<file path="src/rtl/out_port_tx_if.sv">
// out_port_tx_if: CPU-side write port and serial/status outputs of out_port_tx.
interface out_port_tx_if;
   logic       wr_stb;
   logic [7:0] din;
   logic       ovf_clr;
   logic       tx;
   logic       busy;
   logic [2:0] count;
   logic       full;
   logic       empty;
   logic       ovf;
   modport master (output wr_stb, din, ovf_clr, input tx, busy, count, full, empty, ovf);
   modport slave  (input wr_stb, din, ovf_clr, output tx, busy, count, full, empty, ovf);
endinterface

</file>
<file path="src/rtl/out_port_tx.sv">
// out_port_tx: 4-deep byte FIFO feeding an 8N1 serial transmitter, CLK_DIV clocks per bit.
// Define OUT_PORT_TX_PARITY_EN to insert an even-parity bit between data and stop.
module out_port_tx #(
   parameter int CLK_DIV = 4
) (
   input logic        clk,
   input logic        rst,
   out_port_tx_if.slave bus
);
   localparam logic [2:0] IDLE   = 3'd0;
   localparam logic [2:0] START  = 3'd1;
   localparam logic [2:0] DATA   = 3'd2;
`ifdef OUT_PORT_TX_PARITY_EN
   localparam logic [2:0] PARITY = 3'd3;
`endif
   localparam logic [2:0] STOP   = 3'd4;
   localparam logic [7:0] W_DIV  = 8'(CLK_DIV - 1);

   logic [7:0] r_mem [4];
   logic [1:0] r_wp, r_rp;
   logic [2:0] r_count, r_state, r_bit;
   logic [7:0] r_sh, r_bcnt;
   logic       r_tx, r_ovf;
`ifdef OUT_PORT_TX_PARITY_EN
   logic       r_par;
`endif
   logic       w_empty, w_full, w_tick, w_pop, w_push, w_drop;
   logic [7:0] w_bnext;

   assign w_empty = r_count == 3'd0;
   assign w_full  = r_count == 3'd4;
   assign w_tick  = r_bcnt == 8'd0;
   assign w_bnext = w_tick ? W_DIV : r_bcnt - 8'd1;
   // A pop happens from IDLE, or on the last STOP clock for a gapless next frame
   assign w_pop   = !w_empty && (r_state == IDLE || (r_state == STOP && w_tick));
   assign w_push  = bus.wr_stb && (!w_full || w_pop);
   assign w_drop  = bus.wr_stb && w_full && !w_pop;

   assign bus.tx    = r_tx;
   assign bus.busy  = r_state != IDLE;
   assign bus.count = r_count;
   assign bus.full  = w_full;
   assign bus.empty = w_empty;
   assign bus.ovf   = r_ovf;

   always_ff @(posedge clk)
      if (w_push) r_mem[r_wp] <= bus.din;

   always_ff @(posedge clk or posedge rst)
      if (rst) begin
         r_wp    <= '0;
         r_rp    <= '0;
         r_count <= '0;
         r_ovf   <= 1'b0;
      end else begin
         r_wp    <= w_push ? r_wp + 2'd1 : r_wp;
         r_rp    <= w_pop ? r_rp + 2'd1 : r_rp;
         r_count <= r_count + 3'(w_push) - 3'(w_pop);
         r_ovf   <= w_drop ? 1'b1 : (bus.ovf_clr ? 1'b0 : r_ovf);
      end

   always_ff @(posedge clk or posedge rst)
      if (rst) begin
         r_state <= IDLE;
         r_tx    <= 1'b1;
         r_bcnt  <= '0;
         r_bit   <= '0;
         r_sh    <= '0;
`ifdef OUT_PORT_TX_PARITY_EN
         r_par   <= 1'b0;
`endif
      end else if (w_pop) begin
         r_state <= START;
         r_tx    <= 1'b0;
         r_bcnt  <= W_DIV;
         r_sh    <= r_mem[r_rp];
`ifdef OUT_PORT_TX_PARITY_EN
         r_par   <= ^r_mem[r_rp];
`endif
      end else begin
         r_bcnt <= (r_state == IDLE) ? r_bcnt : w_bnext;
         case (r_state)
            START:
               if (w_tick) begin
                  r_state <= DATA;
                  r_bit   <= '0;
                  r_tx    <= r_sh[0];
               end
            DATA:
               if (w_tick && r_bit == 3'd7) begin
`ifdef OUT_PORT_TX_PARITY_EN
                  r_state <= PARITY;
                  r_tx    <= r_par;
`else
                  r_state <= STOP;
                  r_tx    <= 1'b1;
`endif
               end else if (w_tick) begin
                  r_bit <= r_bit + 3'd1;
                  r_sh  <= r_sh >> 1;
                  r_tx  <= r_sh[1];
               end
`ifdef OUT_PORT_TX_PARITY_EN
            PARITY:
               if (w_tick) begin
                  r_state <= STOP;
                  r_tx    <= 1'b1;
               end
`endif
            STOP:
               if (w_tick) begin
                  r_state <= IDLE;
                  r_tx    <= 1'b1;
               end
            default: begin
               r_state <= IDLE;
               r_tx    <= 1'b1;
            end
         endcase
      end
endmodule

</file>
<file path="src/flat_wrapper.sv">
// flat-port wrapper written by rule: the top's interface ports become plain ports
module out_port_tx_flat 
#(
   parameter int CLK_DIV = 4
)
  (clk, rst, bus_wr_stb, bus_din, bus_ovf_clr, bus_tx, bus_busy, bus_count, bus_full, bus_empty, bus_ovf);
  out_port_tx_if bus_i ();
  input logic clk;
  input logic rst;
  input wire logic [$bits(bus_i.wr_stb)-1:0] bus_wr_stb;
  input wire logic [$bits(bus_i.din)-1:0] bus_din;
  input wire logic [$bits(bus_i.ovf_clr)-1:0] bus_ovf_clr;
  output wire logic [$bits(bus_i.tx)-1:0] bus_tx;
  output wire logic [$bits(bus_i.busy)-1:0] bus_busy;
  output wire logic [$bits(bus_i.count)-1:0] bus_count;
  output wire logic [$bits(bus_i.full)-1:0] bus_full;
  output wire logic [$bits(bus_i.empty)-1:0] bus_empty;
  output wire logic [$bits(bus_i.ovf)-1:0] bus_ovf;
  assign bus_i.wr_stb = bus_wr_stb;
  assign bus_i.din = bus_din;
  assign bus_i.ovf_clr = bus_ovf_clr;
  assign bus_tx = bus_i.tx;
  assign bus_busy = bus_i.busy;
  assign bus_count = bus_i.count;
  assign bus_full = bus_i.full;
  assign bus_empty = bus_i.empty;
  assign bus_ovf = bus_i.ovf;
  out_port_tx #(.CLK_DIV(CLK_DIV)) u_core (.clk(clk), .rst(rst), .bus(bus_i));
endmodule
</file>
<file path="config.mk">
export PLATFORM = sky130hd
export DESIGN_NAME = out_port_tx_flat
export DESIGN_NICKNAME = d
export VERILOG_FILES = /design/src/rtl/out_port_tx_if.sv /design/src/rtl/out_port_tx.sv /design/src/flat_wrapper.sv
export SDC_FILE = /design/constraint.sdc
export NUM_CORES = 1
export LEC_CHECK = 0
export ABC_CLOCK_PERIOD_IN_PS = 3900
export CAP_MARGIN = 20
export CORE_ASPECT_RATIO = 1.1
export CORE_MARGIN = 2
export CORE_UTILIZATION = 58
export CTS_CLUSTER_SIZE = 12
export DETAILED_ROUTE_END_ITERATION = 7
export GPL_ROUTABILITY_DRIVEN = 0
export PLACE_DENSITY = 0.79
export SYNTH_ARGS = -nofsm -noshare
export SYNTH_HDL_FRONTEND = slang
export SYNTH_SLANG_ARGS = --single-unit
</file>
<file path="constraint.sdc">
create_clock -name clk -period 3.9 [get_ports clk]
set_clock_uncertainty 0.15 [all_clocks]
set_input_delay 0.78 -clock clk [delete_from_list [all_inputs] [get_ports clk]]
set_output_delay 0.78 -clock clk [all_outputs]
set_load 0.05 [all_outputs]
</file>
==> summary.md, run 1 <==
| Metric | Value |
|---|---|
| # setup viols final | 0 |
| Clock power frac | 0.209 |
| I/O Pins | 20 |
| TritonCTS clock tree | yes |
| Final Hold Viols | 0 |
| Pint | 1.630 mW |
| Post-layout min period | ~3.2 ns |
| RSZ-0062 raised after global routing | no |
| Antenna violation net count after detailed routing | 0 |
| Worst-Margin Slew | 0.6121 ns |
| Combinational power share | 0.355 |
| Synth Flop Type | edfxtp_1 |
| Type of the worst setup path | flip-flop to output port |
| Vias in the first global route | 1,721 |
| Slew Viols, Final | 0 |
| Worst path cell trace | or3_1 > inv_2 > clkdlybuf4s50_1 |
| Sequential fraction of design power | 0.436 |
| Placed inst area | 0.003166 mm2 |
| PD cells | 757.1 mW/mm2 |
| Worst-Skew Late Latency | 0.33 ns |
| Setup slack after layout | 0.6764 ns |
| Vias/cell | between 5 and 6 |
| Pleak | 1.297 nW |
| Reg area | 0.001738 mm2 |
| Finished Cell Area | roughly 0.0034 mm2 |
| Clock transition at path regs | 0.07 ns |
| Rel. slew slack | 0.5919 |
| IO Port Bufs | 19 |
| Post-CTS Hold Fix Bufs | 0 |
| Area of the multi-input gates | 0.001094 mm2 |
| CTS root buf | clkbuf_8 |
| Critical path's slowest cell | clkdlybuf4s50_1 |
| Antenna diodes | 0 |
| Final #Nets | roughly 260 |
| Largest net degree at the start of global routing | 32 |
| First-pass GRT wire length | 8183 um |
| Worst VDD drop | 0.0004064 V |
| Filler Cells Inserted | 352 |
| CP max FO | 9 |
| Die Ht | ~78 um |
| Die Area | 0.005624 mm2 |
| Clock sink total | 63 |
| Net Sw Frac | 0.3583 |
| Arrival time at the worst endpoint | around 2.3 ns |
| Post-Syn Instances | ~210 |
| Required time of the critical path | 2.97 ns |
| DRT Pass-1 Iters | 4 |
| Netlist Area Pre-Place | 0.002923 mm2 |
| H-tree Lvls | 3 |
| # Max-Cap Violations | 0 |
| Fmax | 310.2 MHz |
| Final WL | 4769 um |
| Total Routing Usage GR | 0.1961 |
| CTS Buf Count | 9 |
| CP endpoint kind | output port |
| Outcome | complete, no violations |
| Setup TNS | 0 ns |
| Ys async rst share | 0.4921 |
| HPWL Detailed | 3320 um |
| Initial antenna violation count | 0 |
| Initial DRC count | 101 |
| Final Total Pwr | 2.540 mW |
| FF+latch count, synth | 63 |
| Area Growth Syn to Fin | 14.77% |
| Yosys cell types | 45 |
| # resized after CTS | 0 |
| Initial Utilization | 0.5926 |
| Setup crit start kind | flip-flop |
| Clk buf depth | 2 |
| Num rows | 27 |
| Drt drc | 0 |
| Psw | 0.9098 mW |
| Hold_ws | 0.3596 ns |
| Remaining global-route overflow | 0 |
| Layout cells sized above 1 | 0.1674 |
| Yosys warnings | 0 |
| Post-synth EDFFs | 32 |
| Post-CTS Setup Inserts | 0 |
| Core footprint | 0.004932 mm2 |
| Die boundary width | about 72 um |
| Vias post-DR | between 1.5k and 2k |
| Fin crit share | 0.8266 |
| Worst hold path type | flip-flop to flip-flop |
| Pre-CTS WS | 0.7964 ns |
| Register area share after synthesis | 0.5946 |
| DR WL/cell | approximately 16 um |
| Crit path largest cell delay | between 0.8 and 0.9 ns |
| Mean Syn Cell Area | ~14 um2 |
| Synthesized net count | ~230 |
sequential cells by signal (all words and copies together) (netlist names):
name,count
u_core.bus.tx,1
u_core.r_state,3
u_core.r_sh,8
u_core.r_wp,2
u_core.r_bit,3
u_core.r_mem,32
u_core.r_bcnt,8
u_core.r_rp,2
u_core.bus.ovf,1
u_core.bus.count,3
power groups by stage:
stage / logic (mW) / registers [mW] / clock network (mW)
after global routing: 0.997 / 1.14 / 0.570
final: 0.902 / 1.11 / 0.530
after detailed placement: 0.908 / 1.12 / 0
after global placement: 0.891 / 1.11 / 0
after floorplan: 0.677 / 1.11 / 0
after CTS: 0.916 / 1.11 / 0.546
cell type report:
cell class,count,share of cell area
Clock buffer,10,0.03805
Timing Repair Buffer,21,0.06117
Clock inverter,6,0.01828
Tap cell,58,0.02163
Inverter,15,0.01678
Sequential cell,63,0.5181
Multi-Input combinational cell,124,0.3260
critical path: cells and delay by family (launching register included):
| kind | cells | cell delay (ns) |
|---|---|---|
| buffers and inverters | 2 | 1.02 |
| flip-flops | 1 | 0.45 |
| AND/OR/NAND/NOR | 1 | 0.49 |
logic make-up (layout without fill, tap and decap cells):
logic type,count (synthesis),count (layout),synth area share
AND/OR/NAND/NOR,50,50,0.1049
multiplexers,23,23,0.1194
flip-flops,63,63,0.5946
XOR/XNOR,10,10,0.02997
AO/OA/AOI/OAI,31,31,0.07448
buffers and inverters,24,52,0.03125
adder cells (fa/ha/maj),10,10,0.04538
cells in the final DEF, fill, tap and decap left out, types with 3 or more instances in the layout:
cell type | synthesis | layout
a2111oi_0 | 4 | 4
a21oi_1 | 6 | 6
a22o_1 | 3 | 3
and3b_1 | 4 | 4
clkbuf_8 | 0 | 9
clkdlybuf4s50_1 | 0 | 19
clkinvlp_4 | 0 | 3
dfrtp_1 | 30 | 30
edfxtp_1 | 32 | 32
ha_1 | 9 | 9
inv_1 | 14 | 14
mux2_1 | 7 | 7
mux2_2 | 8 | 8
mux4_2 | 8 | 8
nand2_1 | 7 | 7
nand2b_1 | 3 | 3
nor2_1 | 13 | 13
nor2b_1 | 5 | 5
o211ai_1 | 3 | 3
o21ai_0 | 4 | 4
xnor2_1 | 8 | 8
synthesized netlist by cell type, drive strengths merged (4+ instances only):
library cell / number / area, um2
a2111oi: 4 / 35.03
a21oi: 6 / 30.03
and3b: 4 / 35.03
clkbuf: 6 / 22.52
dfrtp: 30 / 750.7
edfxtp: 32 / 960.9
ha: 9 / 112.6
inv: 15 / 56.30
mux2: 15 / 168.9
mux4: 8 / 180.2
nand2: 7 / 26.28
nor2: 13 / 48.80
nor2b: 5 / 31.28
nor3: 4 / 30.03
o21ai: 4 / 20.02
xnor2: 8 / 70.07
metrics by stage:
step                utilization  cells
finish                   0.6801    297
floorplan                     -    211
CTS                      0.6801    297
global placement         0.6418    281
detailed placement       0.6418    281
global route             0.6801    297
final timing paths:
kind | startpoint | to | slack (ns) | cells past startpoint
setup / recovery | u_core.bus.count[1]$_DFF_PP0_ | bus_empty | 0.68 | 3
hold / removal | u_core.r_bit[1]$_DFFE_PP0P_ | u_core.r_bit[1]$_DFFE_PP0P_ | 0.36 | 1
setup reg to reg | u_core.r_bcnt[0]$_DFFE_PP0P_ | u_core.bus.count[2]$_DFF_PP0_ | 0.78 | 11
hold reg to reg | u_core.r_bit[1]$_DFFE_PP0P_ | u_core.r_bit[1]$_DFFE_PP0P_ | 0.36 | 1
max in group asynchronous | rst | u_core.bus.tx$_DFFE_PP1P_ | 2.61 | 3
min in group asynchronous | rst | u_core.r_bcnt[4]$_DFFE_PP0P_ | 0.67 | 3
layer usage:
metal	GRT usage	vias up	routed length [um]
li1	-	824	-
met1	0.2555	846	2059
met2	0.3093	39	2414
met3	0.05263	11	207
met4	0.08679	0	87
met5	0	-	0
Power figures use the tool's default switching activity.
==> inputs of run 2 (changes only) <==
ABC_CLOCK_PERIOD_IN_PS = 2900   (was 3900)
CORE_UTILIZATION = 52   (was 58)
PLACE_DENSITY = 0.75   (was 0.79)
clock period = 2.9 ns   (was 3.9 ns; I/O delays follow)
==> summary.md, run 2 (synthesized netlist as in run 1, its figures left out) <==
| Metric | Value |
|---|---|
| Outcome | complete, no violations |
| CTS root buf | clkbuf_8 |
| Clock transition at path regs | 0.08 ns (about the same) |
| Remaining global-route overflow | 0 (unchanged) |
| Worst-Skew Late Latency | 0.35 ns (+0.02 ns) |
| Most frequent cells in the layout | 32 x edfxtp_1, 27 x dfrtp_1, 18 x clkdlybuf4s50_1, 14 x inv_1, 13 x nor2_1 |
| Required time of the critical path | 2.99 ns (+0.02 ns) |
| Hold-critical path endpoint | u_core.r_bit[1]$_DFFE_PP0P_ |
| RR Startpoint | u_core.r_bcnt[0]$_DFFE_PP0P_ |
| Commonest non-fill, non-tap cell in the layout | edfxtp_1 |
| Initial Utilization | 0.5417 (-0.05085) |
| Vias/cell | 5.375 (-7.2%) |
| Worst-Margin Slew | 0.5951 ns (-0.01704 ns) |
| H-tree Lvls | 3 (unchanged) |
| Vias post-DR | 1,736 (+0.93%) |
| CP endpoint kind | flip-flop |
| Clock power frac | 0.206 (-0.003) |
| Post-CTS Hold Fix Bufs | 0 (unchanged) |
| Crit path largest cell delay | 0.51 ns (-0.32 ns) |
| Filler Cells Inserted | 418 (+19%) |
| R2r worst-path depth | 11 (unchanged) |
| Fmax | 366.4 MHz |
| # setup viols final | 0 (unchanged) |
| Die boundary width | 75.48 um (+5.3%) |
| Reg with most FFs | u_core.r_mem |
| Slew Viols, Final | 0 (unchanged) |
| Final Hold Viols | 0 (unchanged) |
| Vias in the first global route | 1,734 (+0.76%) |
| Final #Nets | 265 (+3.5%) |
| Worst path cell trace | inv_1 > ha_1 > or4b_4 > o21ai_4 > a21oi_1 > nor2b_1 > ha_1 > inv_1 > fa_1 > xnor2_2 > xnor2_1 |
| TritonCTS clock tree | yes |
| Antenna violation net count after detailed routing | 0 (unchanged) |
| Type of the worst setup path | flip-flop to flip-flop |
| Layout cells sized above 1 | 0.2339 (+0.06651) |
| Cells on Worst Hold Path | 1 (unchanged) |
| Pre-CTS WS | 0.09804 ns (-0.6984 ns) |
| Max reg flops | 32 (unchanged) |
| Rel. slew slack | 0.6033 (+0.01136) |
| Total Routing Usage GR | 0.1851 (-0.01106) |
| PD cells | 1010 mW/mm2 (+33%) |
| Core footprint | 0.005395 mm2 (+9.4%) |
| DRT Pass-1 Iters | 4 (unchanged) |
| CP max FO | 5 (-4) |
| Area Growth Syn to Fin | 18.84% |
| Die Area | 0.006237 mm2 (+11%) |
| Antenna diodes | 0 (unchanged) |
| Pint | 2.175 mW (+33%) |
| Hold_sp | u_core.r_bit[1]$_DFFE_PP0P_ |
| Setup TNS | 0 ns (unchanged) |
| Largest regs | u_core.r_mem x32, u_core.r_bcnt x8, u_core.r_sh x8 |
| Buf/Inv on CP | 2 (unchanged) |
| Setup slack after layout | 0.1705 ns (-0.5060 ns) |
| Initial antenna violation count | 0 (unchanged) |
| Setup crit start kind | flip-flop |
| Initial DRC count | 77 (-24%) |
| HPWL Detailed | 3367 um (+1.4%) |
| Num rows | 28 (+3.7%) |
| Final WL | 5009 um (+5.0%) |
| Pleak | 1.355 nW (+4.5%) |
| Post-layout min period | 2.730 ns |
| Drt drc | 0 (unchanged) |
| Critical path's top delay family | adder cells |
| First-pass GRT wire length | 8238 um (+0.67%) |
| Worst hold path type | flip-flop to flip-flop |
| Clk buf depth | 2 (unchanged) |
| Net Sw Frac | 0.3800 (+0.02170) |
| Fin crit share | 0.9412 |
| I/O Pins | 20 (unchanged) |
| R2R setup slack | 0.17 ns (-0.61 ns) |
| Combinational power share | 0.372 (+0.017) |
| Sequential fraction of design power | 0.422 (-0.014) |
| Clock sink total | 63 (unchanged) |
| R2r endpoint | u_core.bus.count[2]$_DFF_PP0_ |
| IO Port Bufs | 19 (unchanged) |
| Psw | 1.333 mW (+46%) |
| Arrival time at the worst endpoint | 2.82 ns (+0.53 ns) |
| Worst VDD drop | 0.0004836 V (+19%) |
| # Max-Cap Violations | 0 (unchanged) |
| Critical path's slowest cell | or4b_4 |
| Largest net degree at the start of global routing | 32 (unchanged) |
| Die Ht | 82.63 um (+5.3%) |
| CTS Buf Count | 9 (unchanged) |
| DR WL/cell | 15.51 um (-3.4%) |
## run 2: per-stage QoR
step           cells  area (um2)  power (mW)  hold WS, ns    util
2_1_floorplan    211        2937       2.415       0.3201       -
3_3_place_gp     306        3257       2.740       0.3415  0.6037
3_5_place_dp     306        3257       2.769       0.3468  0.6037
4_1_cts          322        3441       3.503       0.3665  0.6378
5_1_grt          323        3473       3.736       0.3789  0.6438
6_report         323        3473       3.508       0.3613  0.6438
## run 2: metal layers
| layer | vias up | global-route usage | part of all wire | wire length, um |
|---|---|---|---|---|
| met1 | 858 | 0.2320 | 0.46 | 2280 |
| met4 | 0 | 0.08596 | 0.018 | 90 |
| met5 | - | 0 | 0 | 0 |
| li1 | 846 | - | - | - |
| met2 | 25 | 0.2948 | 0.49 | 2438 |
| met3 | 7 | 0.05461 | 0.040 | 199 |
## run 2: worst max path at each step
stage,start,end,depth (start not counted)
2_1_floorplan,u_core.r_bcnt[0]$_DFFE_PP0P_,u_core.bus.count[2]$_DFF_PP0_,12
3_3_place_gp,u_core.r_bcnt[0]$_DFFE_PP0P_,u_core.bus.count[2]$_DFF_PP0_,11
3_5_place_dp,u_core.r_bcnt[0]$_DFFE_PP0P_,u_core.bus.count[2]$_DFF_PP0_,11
4_1_cts,u_core.r_bcnt[0]$_DFFE_PP0P_,u_core.bus.count[2]$_DFF_PP0_,11
5_1_grt,u_core.r_bcnt[1]$_DFFE_PP0P_,u_core.bus.count[2]$_DFF_PP0_,11
6_report,u_core.r_bcnt[0]$_DFFE_PP0P_,u_core.bus.count[2]$_DFF_PP0_,11
## run 2: cell type report
| class | count | area (um2) | area share |
|---|---|---|---|
| tap | 75 | 93.84 | 0.02702 |
| inverter | 15 | 58.81 | 0.01693 |
| clock inverter | 7 | 60.06 | 0.01729 |
| timing repair buffer | 30 | 270.3 | 0.07781 |
| clock buffer | 9 | 123.9 | 0.03566 |
| sequential | 63 | 1742 | 0.5014 |
| multi-input combinational | 124 | 1125 | 0.3238 |
## run 2: what timing repair did
item                                    4_1_cts  5_1_grt
endpoints found under the setup margin        0       34
buffers inserted                              0        1
gates resized for setup                       0        5
## run 2: worst reg2reg max path: stages (launching register included)
cell	delay (ns)
dfrtp_1	0.41
inv_1	0.07
ha_1	0.18
or4b_4	0.51
o21ai_4	0.17
a21oi_1	0.10
nor2b_1	0.14
ha_1	0.16
inv_1	0.05
fa_1	0.41
xnor2_2	0.16
xnor2_1	0.12
## run 2: power by group through the flow
stage | combinational, mW | sequential, mW | clock, mW
6_report | 1.30 | 1.48 | 0.723
5_1_grt | 1.43 | 1.53 | 0.777
2_1_floorplan | 0.921 | 1.49 | 0
3_3_place_gp | 1.25 | 1.49 | 0
4_1_cts | 1.29 | 1.48 | 0.740
3_5_place_dp | 1.28 | 1.49 | 0
